$ cat src/rtl/trace_serialiser.sv
// trace_serialiser
//   Terminal stage of the trace pipeline. Each completed trace element is
//   captured on a one-cycle strobe, tagged with an 8-bit sequence number and
//   counter[7:0], and buffered in a small FIFO. It is then emitted as a framed
//   stream of 32-bit words: one header word followed by W payload words.
//
//   Optional build macro TRACE_SERIAL_CHECKSUM_EN appends a checksum word to
//   each packet. The checksum is the XOR of the header and all payload words.
//
// Ports
//   clk, rst        rising-edge clock, synchronous active-high reset
//   counter         global cycle counter (only bits [7:0] are captured)
//   elem_valid      one-cycle strobe: elem_i holds a new element
//   elem_i          packed trace element
//   out_valid       out_data/out_last are valid
//   out_ready       sink accepts the current word
//   out_data        stream word
//   out_last        final word of the current packet
//   fifo_full       FIFO holds FIFO_DEPTH elements (registered)
//   drop_count      elements dropped on overflow, saturating
//
// Handshake: a word transfers on every rising edge where out_valid and
// out_ready are both high. While out_valid is high and out_ready is low,
// out_data and out_last hold stable. out_valid only falls after a transfer.
module trace_serialiser #(
   parameter int DATA_WIDTH = 32,
   parameter int ELEM_WIDTH = 256,
   parameter int FIFO_DEPTH = 4
) (
   input  logic                  clk,
   input  logic                  rst,
   input  logic [31:0]           counter,
   input  logic                  elem_valid,
   input  logic [ELEM_WIDTH-1:0] elem_i,
   output logic                  out_valid,
   input  logic                  out_ready,
   output logic [DATA_WIDTH-1:0] out_data,
   output logic                  out_last,
   output logic                  fifo_full,
   output logic [15:0]           drop_count
);

   localparam int W    = (ELEM_WIDTH + DATA_WIDTH - 1) / DATA_WIDTH;
   localparam int PW   = W * DATA_WIDTH;
   localparam int IDXW = $clog2(W + 1);
   localparam int AW   = $clog2(FIFO_DEPTH);
`ifdef TRACE_SERIAL_CHECKSUM_EN
   localparam int HDR_LEN      = W + 1;
   localparam bit LAST_PAYLOAD = 1'b0;
`else
   localparam int HDR_LEN      = W;
   localparam bit LAST_PAYLOAD = 1'b1;
`endif

   typedef enum logic [1:0] {
      S_IDLE,
      S_HEADER,
      S_PAYLOAD
`ifdef TRACE_SERIAL_CHECKSUM_EN
      , S_CHECKSUM
`endif
   } state_t;

   state_t state_q, state_n;

   // Capture stage: tags the element in the strobe cycle, and pushes it into
   // the FIFO on the following edge.
   logic                  cap_valid;
   logic [ELEM_WIDTH-1:0] cap_elem;
   logic [7:0]            cap_seq, cap_cnt, seq_q;

   // Element FIFO. The head entry stays resident until its packet has been
   // fully accepted, so FIFO_DEPTH counts every element not yet delivered,
   // including the one currently in flight.
   logic [ELEM_WIDTH-1:0] mem_elem [FIFO_DEPTH];
   logic [7:0]            mem_seq  [FIFO_DEPTH];
   logic [7:0]            mem_cnt  [FIFO_DEPTH];
   logic [AW-1:0]         wr_ptr, rd_ptr, nxt_ptr, start_ptr;
   logic [AW:0]           count_q, count_n;
   logic                  push_ok, drop, release_head;

   logic [PW-1:0]         shreg_q, shreg_n;
   logic [IDXW-1:0]       idx_q, idx_n;   // payload words driven so far
   logic                  ov_n, ol_n, start, finish, hs;
   logic [DATA_WIDTH-1:0] od_n;
`ifdef TRACE_SERIAL_CHECKSUM_EN
   logic [DATA_WIDTH-1:0] csum_q, csum_n;
`endif

   logic unused_counter_hi;
   assign unused_counter_hi = ^counter[31:8];

   assign hs      = out_valid && out_ready;
   assign nxt_ptr = rd_ptr + AW'(1);

   // A push into a full FIFO succeeds only when the head is released in the
   // same edge.
   assign push_ok = cap_valid && ((count_q != (AW+1)'(FIFO_DEPTH)) || release_head);
   assign drop    = cap_valid && !push_ok;
   assign count_n = count_q + {{AW{1'b0}}, push_ok} - {{AW{1'b0}}, release_head};

   always_comb begin
      state_n      = state_q;
      ov_n         = out_valid;
      od_n         = out_data;
      ol_n         = out_last;
      shreg_n      = shreg_q;
      idx_n        = idx_q;
      release_head = 1'b0;
      start        = 1'b0;
      finish       = 1'b0;
      start_ptr    = rd_ptr;
`ifdef TRACE_SERIAL_CHECKSUM_EN
      csum_n       = csum_q;
`endif
      case (state_q)
         S_IDLE: begin
            if (count_q != '0) start = 1'b1;
         end
         S_HEADER: begin
            if (hs) begin
               od_n    = shreg_q[DATA_WIDTH-1:0];
               shreg_n = shreg_q >> DATA_WIDTH;
               idx_n   = IDXW'(1);
               ol_n    = LAST_PAYLOAD && (W == 1);
`ifdef TRACE_SERIAL_CHECKSUM_EN
               csum_n  = csum_q ^ shreg_q[DATA_WIDTH-1:0];
`endif
               state_n = S_PAYLOAD;
            end
         end
         S_PAYLOAD: begin
            if (hs) begin
               if (idx_q == IDXW'(W)) begin
`ifdef TRACE_SERIAL_CHECKSUM_EN
                  od_n    = csum_q;
                  ol_n    = 1'b1;
                  state_n = S_CHECKSUM;
`else
                  finish  = 1'b1;
`endif
               end else begin
                  od_n    = shreg_q[DATA_WIDTH-1:0];
                  shreg_n = shreg_q >> DATA_WIDTH;
                  idx_n   = idx_q + IDXW'(1);
                  ol_n    = LAST_PAYLOAD && (idx_q == IDXW'(W - 1));
`ifdef TRACE_SERIAL_CHECKSUM_EN
                  csum_n  = csum_q ^ shreg_q[DATA_WIDTH-1:0];
`endif
               end
            end
         end
`ifdef TRACE_SERIAL_CHECKSUM_EN
         S_CHECKSUM: begin
            if (hs) finish = 1'b1;
         end
`endif
         default: state_n = S_IDLE;
      endcase

      // End of packet: free the head; if another element is already waiting
      // behind it, start that packet in the same edge (no bubble).
      if (finish) begin
         release_head = 1'b1;
         if (count_q > (AW+1)'(1)) begin
            start     = 1'b1;
            start_ptr = nxt_ptr;
         end else begin
            ov_n    = 1'b0;
            ol_n    = 1'b0;
            state_n = S_IDLE;
         end
      end

      if (start) begin
         ov_n    = 1'b1;
         od_n    = {8'hA5, mem_seq[start_ptr], 8'(HDR_LEN), mem_cnt[start_ptr]};
         ol_n    = 1'b0;
         shreg_n = PW'(mem_elem[start_ptr]);
         idx_n   = '0;
`ifdef TRACE_SERIAL_CHECKSUM_EN
         csum_n  = {8'hA5, mem_seq[start_ptr], 8'(HDR_LEN), mem_cnt[start_ptr]};
`endif
         state_n = S_HEADER;
      end
   end

   // FIFO storage carries no reset; the pointers define its contents.
   always_ff @(posedge clk) begin
      if (push_ok) begin
         mem_elem[wr_ptr] <= cap_elem;
         mem_seq[wr_ptr]  <= cap_seq;
         mem_cnt[wr_ptr]  <= cap_cnt;
      end
   end

   always_ff @(posedge clk) begin
      if (rst) begin
         state_q    <= S_IDLE;
         out_valid  <= 1'b0;
         out_data   <= '0;
         out_last   <= 1'b0;
         shreg_q    <= '0;
         idx_q      <= '0;
         cap_valid  <= 1'b0;
         cap_elem   <= '0;
         cap_seq    <= '0;
         cap_cnt    <= '0;
         seq_q      <= '0;
         wr_ptr     <= '0;
         rd_ptr     <= '0;
         count_q    <= '0;
         fifo_full  <= 1'b0;
         drop_count <= '0;
`ifdef TRACE_SERIAL_CHECKSUM_EN
         csum_q     <= '0;
`endif
      end else begin
         state_q   <= state_n;
         out_valid <= ov_n;
         out_data  <= od_n;
         out_last  <= ol_n;
         shreg_q   <= shreg_n;
         idx_q     <= idx_n;
`ifdef TRACE_SERIAL_CHECKSUM_EN
         csum_q    <= csum_n;
`endif
         // The sequence number is consumed even if the element is later
         // dropped, so loss shows up as a gap downstream.
         cap_valid <= elem_valid;
         if (elem_valid) begin
            cap_elem <= elem_i;
            cap_seq  <= seq_q;
            cap_cnt  <= counter[7:0];
            seq_q    <= seq_q + 8'd1;
         end
         if (push_ok)      wr_ptr <= wr_ptr + AW'(1);
         if (release_head) rd_ptr <= nxt_ptr;
         count_q   <= count_n;
         fifo_full <= (count_n == (AW+1)'(FIFO_DEPTH));
         if (drop && (drop_count != 16'hFFFF)) drop_count <= drop_count + 16'd1;
      end
   end

endmodule

$ cat config.mk
export PLATFORM = sky130hd
export DESIGN_NAME = trace_serialiser
export DESIGN_NICKNAME = d
export VERILOG_FILES = /design/src/rtl/trace_serialiser.sv
export SDC_FILE = /design/constraint.sdc
export NUM_CORES = 2
export LEC_CHECK = 0
export BUFFER_PORTS_ARGS = -buffer_cell sky130_fd_sc_hd__buf_4
export CAP_MARGIN = 20
export CORE_MARGIN = 5
export CORE_UTILIZATION = 30
export CTS_CLUSTER_SIZE = 28
export DETAILED_ROUTE_END_ITERATION = 8
export PLACE_DENSITY = 0.48
export REMOVE_ABC_BUFFERS = 1
export SYNTH_ARGS = -nofsm -noshare
export SYNTH_HDL_FRONTEND = slang
export SYNTH_SLANG_ARGS = --single-unit
$ cat constraint.sdc
create_clock -name clk -period 24.5 [get_ports clk]
set_input_delay 4.9 -clock clk [delete_from_list [all_inputs] [get_ports clk]]
set_output_delay 4.9 -clock clk [all_outputs]
set_load 0.02 [all_outputs]
==> impl_metrics.json <==
{
  "status": "complete, no violations",
  "pwr-share-seq_pct": 49.8,
  "whs_ns": 0.456,
  "ios": 343,
  "timing.fmax_mhz": 123,
  "synth-seq-cells": 1689,
  "synth_top_area_share_pct": 51.8,
  "crit_path_cell_trace": "buf_4 > and2_1 > nand2_2 > nor2_4 > buf_4 > xnor2_4 > buf_4 > buf_12 > buf_4 > buf_16 > mux2i_1 > a221oi_2",
  "synth_edf_count": 1088,
  "report.power.total_mw": 6.62,
  "grt_setup_unrepaired": "no",
  "synth-simple-area-share_pct": 8.06,
  "required_ns": 25.20,
  "grt_pass1_wl_um": 265000,
  "wl_per_cell_um": 22.7,
  "core_sq_um": 210000,
  "drc_errors": 0,
  "antenna_found_initial": 19,
  "synthTopCellsByArea": "edfxtp_1 52%, dfxtp_1 19%, mux2i_1 8.5%",
  "slowest_stage": "buf_4",
  "synth_top_family_by_area": "compound AO/OA/AOI/OAI gates",
  "critPathCaptureType": "flop",
  "vias_per_cell": 4.87,
  "cts_tree": "done",
  "finalHoldViolations": 0,
  "postCtsHoldBufs": 0,
  "dieArea_sq_um": 220000,
  "fin_skew_ns": 0.0291,
  "synth_mux_area_share_pct": 8.55,
  "seq_area_sq_um": 44700,
  "power.internal_mw": 5.03,
  "start_util_pct": 30.1,
  "tightest_slew_ns": 1.19,
  "yosysTopAreaCell": "edfxtp_1",
  "period_needed_ns": 8.14,
  "wl_um": 180000,
  "power_density_nw_per_um2": 88.7,
  "max_slew_margin_pct": 20.9,
  "stdcell_area_sq_um": 74600,
  "vias": 38570,
  "p_sw_share_pct": 24.0,
  "path_common_cell": "buf_4",
  "ys.flop_type": "edfxtp_1",
  "period_share_pct": 33.2,
  "critPathLaunchType": "input port",
  "rows": 168,
  "ys_warn_count": 0,
  "cts_resized": 0,
  "critical_path_arrival_ns": 8.85,
  "worstHoldPathType": "flop to flop",
  "synth_compound_area_share_pct": 9.56,
  "dp_hpwl_um": 92800,
  "syn_inst": 4703,
  "maxSlewViolCount": 0,
  "fin_tns_setup_ns": 0,
  "grt_pass1_vias": 39117,
  "drtPass1Iterations": 7,
  "die_w_um": 469,
  "maxCapViolCount": 0,
  "antenna_left": 0,
  "setup_violations": 0,
  "dp_cells": 7559,
  "instances_no_fill": 7924,
  "dpl_cell_area_sq_um": 68300,
  "syn_avg_cell_area_sq_um": 13.4,
  "synth_fa_ha_area_share_pct": 0.329,
  "p_sw_mw": 1.59,
  "num-fill-cells": 20397,
  "yosysSeqAreaShare_pct": 70.8,
  "track_usage_pct": 16.1,
  "synthXorXnorAreaFrac_pct": 0.357,
  "cts-root-buf": "clkbuf_16",
  "path_clk_slew_ns": 0.07,
  "crit_buf_inv": 6,
  "cp_max_fo": 117,
  "synth_area_sq_um": 63100,
  "grt.overflow.total": 0,
  "h-tree-depth": 4,
  "slowest_delay_ns": 0.67,
  "vdd_drop_max_v": 0.0000753,
  "gp_congestion": 0.702,
  "post_cts_buffers": 0,
  "io_buffer_count": 318,
  "cts_buffers": 189,
  "drive_gt1_share_pct": 16.5,
  "areaGrowthSynthToFinish_pct": 18.2,
  "multiInputGateArea_sq_um": 17100,
  "finalNetCount": 5255,
  "grt_max_degree": 142,
  "cts.sinks": 1689,
  "clockBufferDepth": 3,
  "ys_async_sr_fraction_pct": 0,
  "synth_cell_types": 59,
  "comb_power_share_pct": 7.7,
  "power_frac_clock_pct": 42.5,
  "fp.dieH_um": 469,
  "worstSetupPathType": "input port to flop",
  "p_leak_nw": 27.9,
  "worstSkewPairLatency_ns": 0.82,
  "drtIter0Drc": 2169,
  "cp_top_family": "buffers and inverters"
}
==> flip-flops by register name, summed over array words and instances (netlist names), 2 cells and up <==
signal	count
out_data	32
cap_seq	8
idx_q	4
mem_cnt	32
state_q	2
rd_ptr	2
mem_seq	32
seq_q	8
drop_count	16
wr_ptr	2
shreg_q	256
count_q	3
cap_cnt	8
mem_elem	1024
cap_elem	256
==> synth_stat cells, types with 2 or more instances <==
| cell type | count |
|---|---|
| buf_1 | 49 |
| nor4_1 | 5 |
| or3_1 | 9 |
| and3_1 | 8 |
| buf_6 | 2 |
| a221oi_1 | 69 |
| xnor2_2 | 2 |
| a31o_1 | 9 |
| clkbuf_1 | 190 |
| o21ai_1 | 15 |
| a221oi_2 | 47 |
| inv_1 | 14 |
| edfxtp_1 | 1088 |
| a21oi_2 | 2 |
| ha_1 | 15 |
| buf_4 | 18 |
| nand3_1 | 6 |
| mux2i_1 | 539 |
| xor2_1 | 15 |
| nor2b_1 | 4 |
| xnor2_1 | 7 |
| nand2_1 | 935 |
| a21oi_1 | 89 |
| nand4_1 | 10 |
| o211ai_1 | 32 |
| nand2b_1 | 3 |
| buf_2 | 73 |
| o21ai_0 | 25 |
| nand2_2 | 2 |
| dfxtp_1 | 601 |
| o221ai_1 | 124 |
| a211oi_1 | 2 |
| a31oi_1 | 253 |
| nor2_1 | 307 |
| a31o_2 | 107 |
| and2_1 | 4 |
==> final timing paths <==
kind	start	end	slack, ns	cells after the start
setup / recovery	out_ready	shreg_q[125]	16.36	12
hold / removal	shreg_q[28]	out_data[28]	0.46	2
setup reg to reg	state_q[0]	shreg_q[125]	19.60	13
hold reg to reg	shreg_q[28]	out_data[28]	0.46	2
==> placed cells by master (no fill, tap or decap), drive strengths merged, types with 116 or more instances in the layout <==
cell / count
edfxtp: 1088
nand2: 937
nor2: 309
dfxtp: 601
buf: 385
mux2i: 539
a221oi: 116
a31o: 116
o221ai: 124
clkbuf: 273
a31oi: 254
==> logic make-up after synthesis <==
group / count (synthesis)
AOI/OAI and AO/OA: 783
xor gates and xnor gates: 24
adders and majority gates: 16
buffers and inverters: 346
DFF: 1689
muxes: 539
and+or+nand+nor: 1306
==> stage by stage <==
step | utilization [%] | setup WS [ns]
3_3_place_gp | 32.6 | 15.04
3_5_place_dp | 32.6 | 15.03
5_1_grt | 35.6 | 16.05
6_report | 35.6 | 16.36
2_1_floorplan | - | 6.96
4_1_cts | 35.6 | 15.93
==> cell type report <==
class | instances | share of cell area, %
flip-flops and latches | 1689 | 59.9
multi-input cells | 2668 | 22.9
clock buffers | 273 | 7.10
inverters | 14 | 0.0704
diodes | 5 | 0.0168
repair buffers | 385 | 4.10
clock inverters | 85 | 1.24
well taps | 2805 | 4.70
==> worst register-to-register path: cells and delay by family (launching register included) <==
kind	cells	cell delay, ns
buf+inv	6	2.87
simple gates	3	0.69
flops	1	0.33
compound gates	1	0.28
fa+ha+maj	1	0.27
xor+xnor	1	0.18
mux	1	0.18
==> per-layer routing <==
metal  routed length, um  vias up  share of wire, %  track usage [%]
met3                6890      261               3.8             2.23
li1                    -    18017                 -                -
met4                3840        0               2.1             4.61
met1               82500    19500                46             21.9
met5                   0        -                 0                0
met2               86900      792                48             26.8
==> power by group through the flow <==
stage	Sequential (mW)	Clock, mW	Combinational, mW
2_1_floorplan	3.34	0	0.301
3_3_place_gp	3.35	0	0.517
3_5_place_dp	3.35	0	0.522
4_1_cts	3.30	2.90	0.523
5_1_grt	3.31	3.02	0.564
6_report	3.29	2.81	0.512
Power figures use the tool's default switching activity.
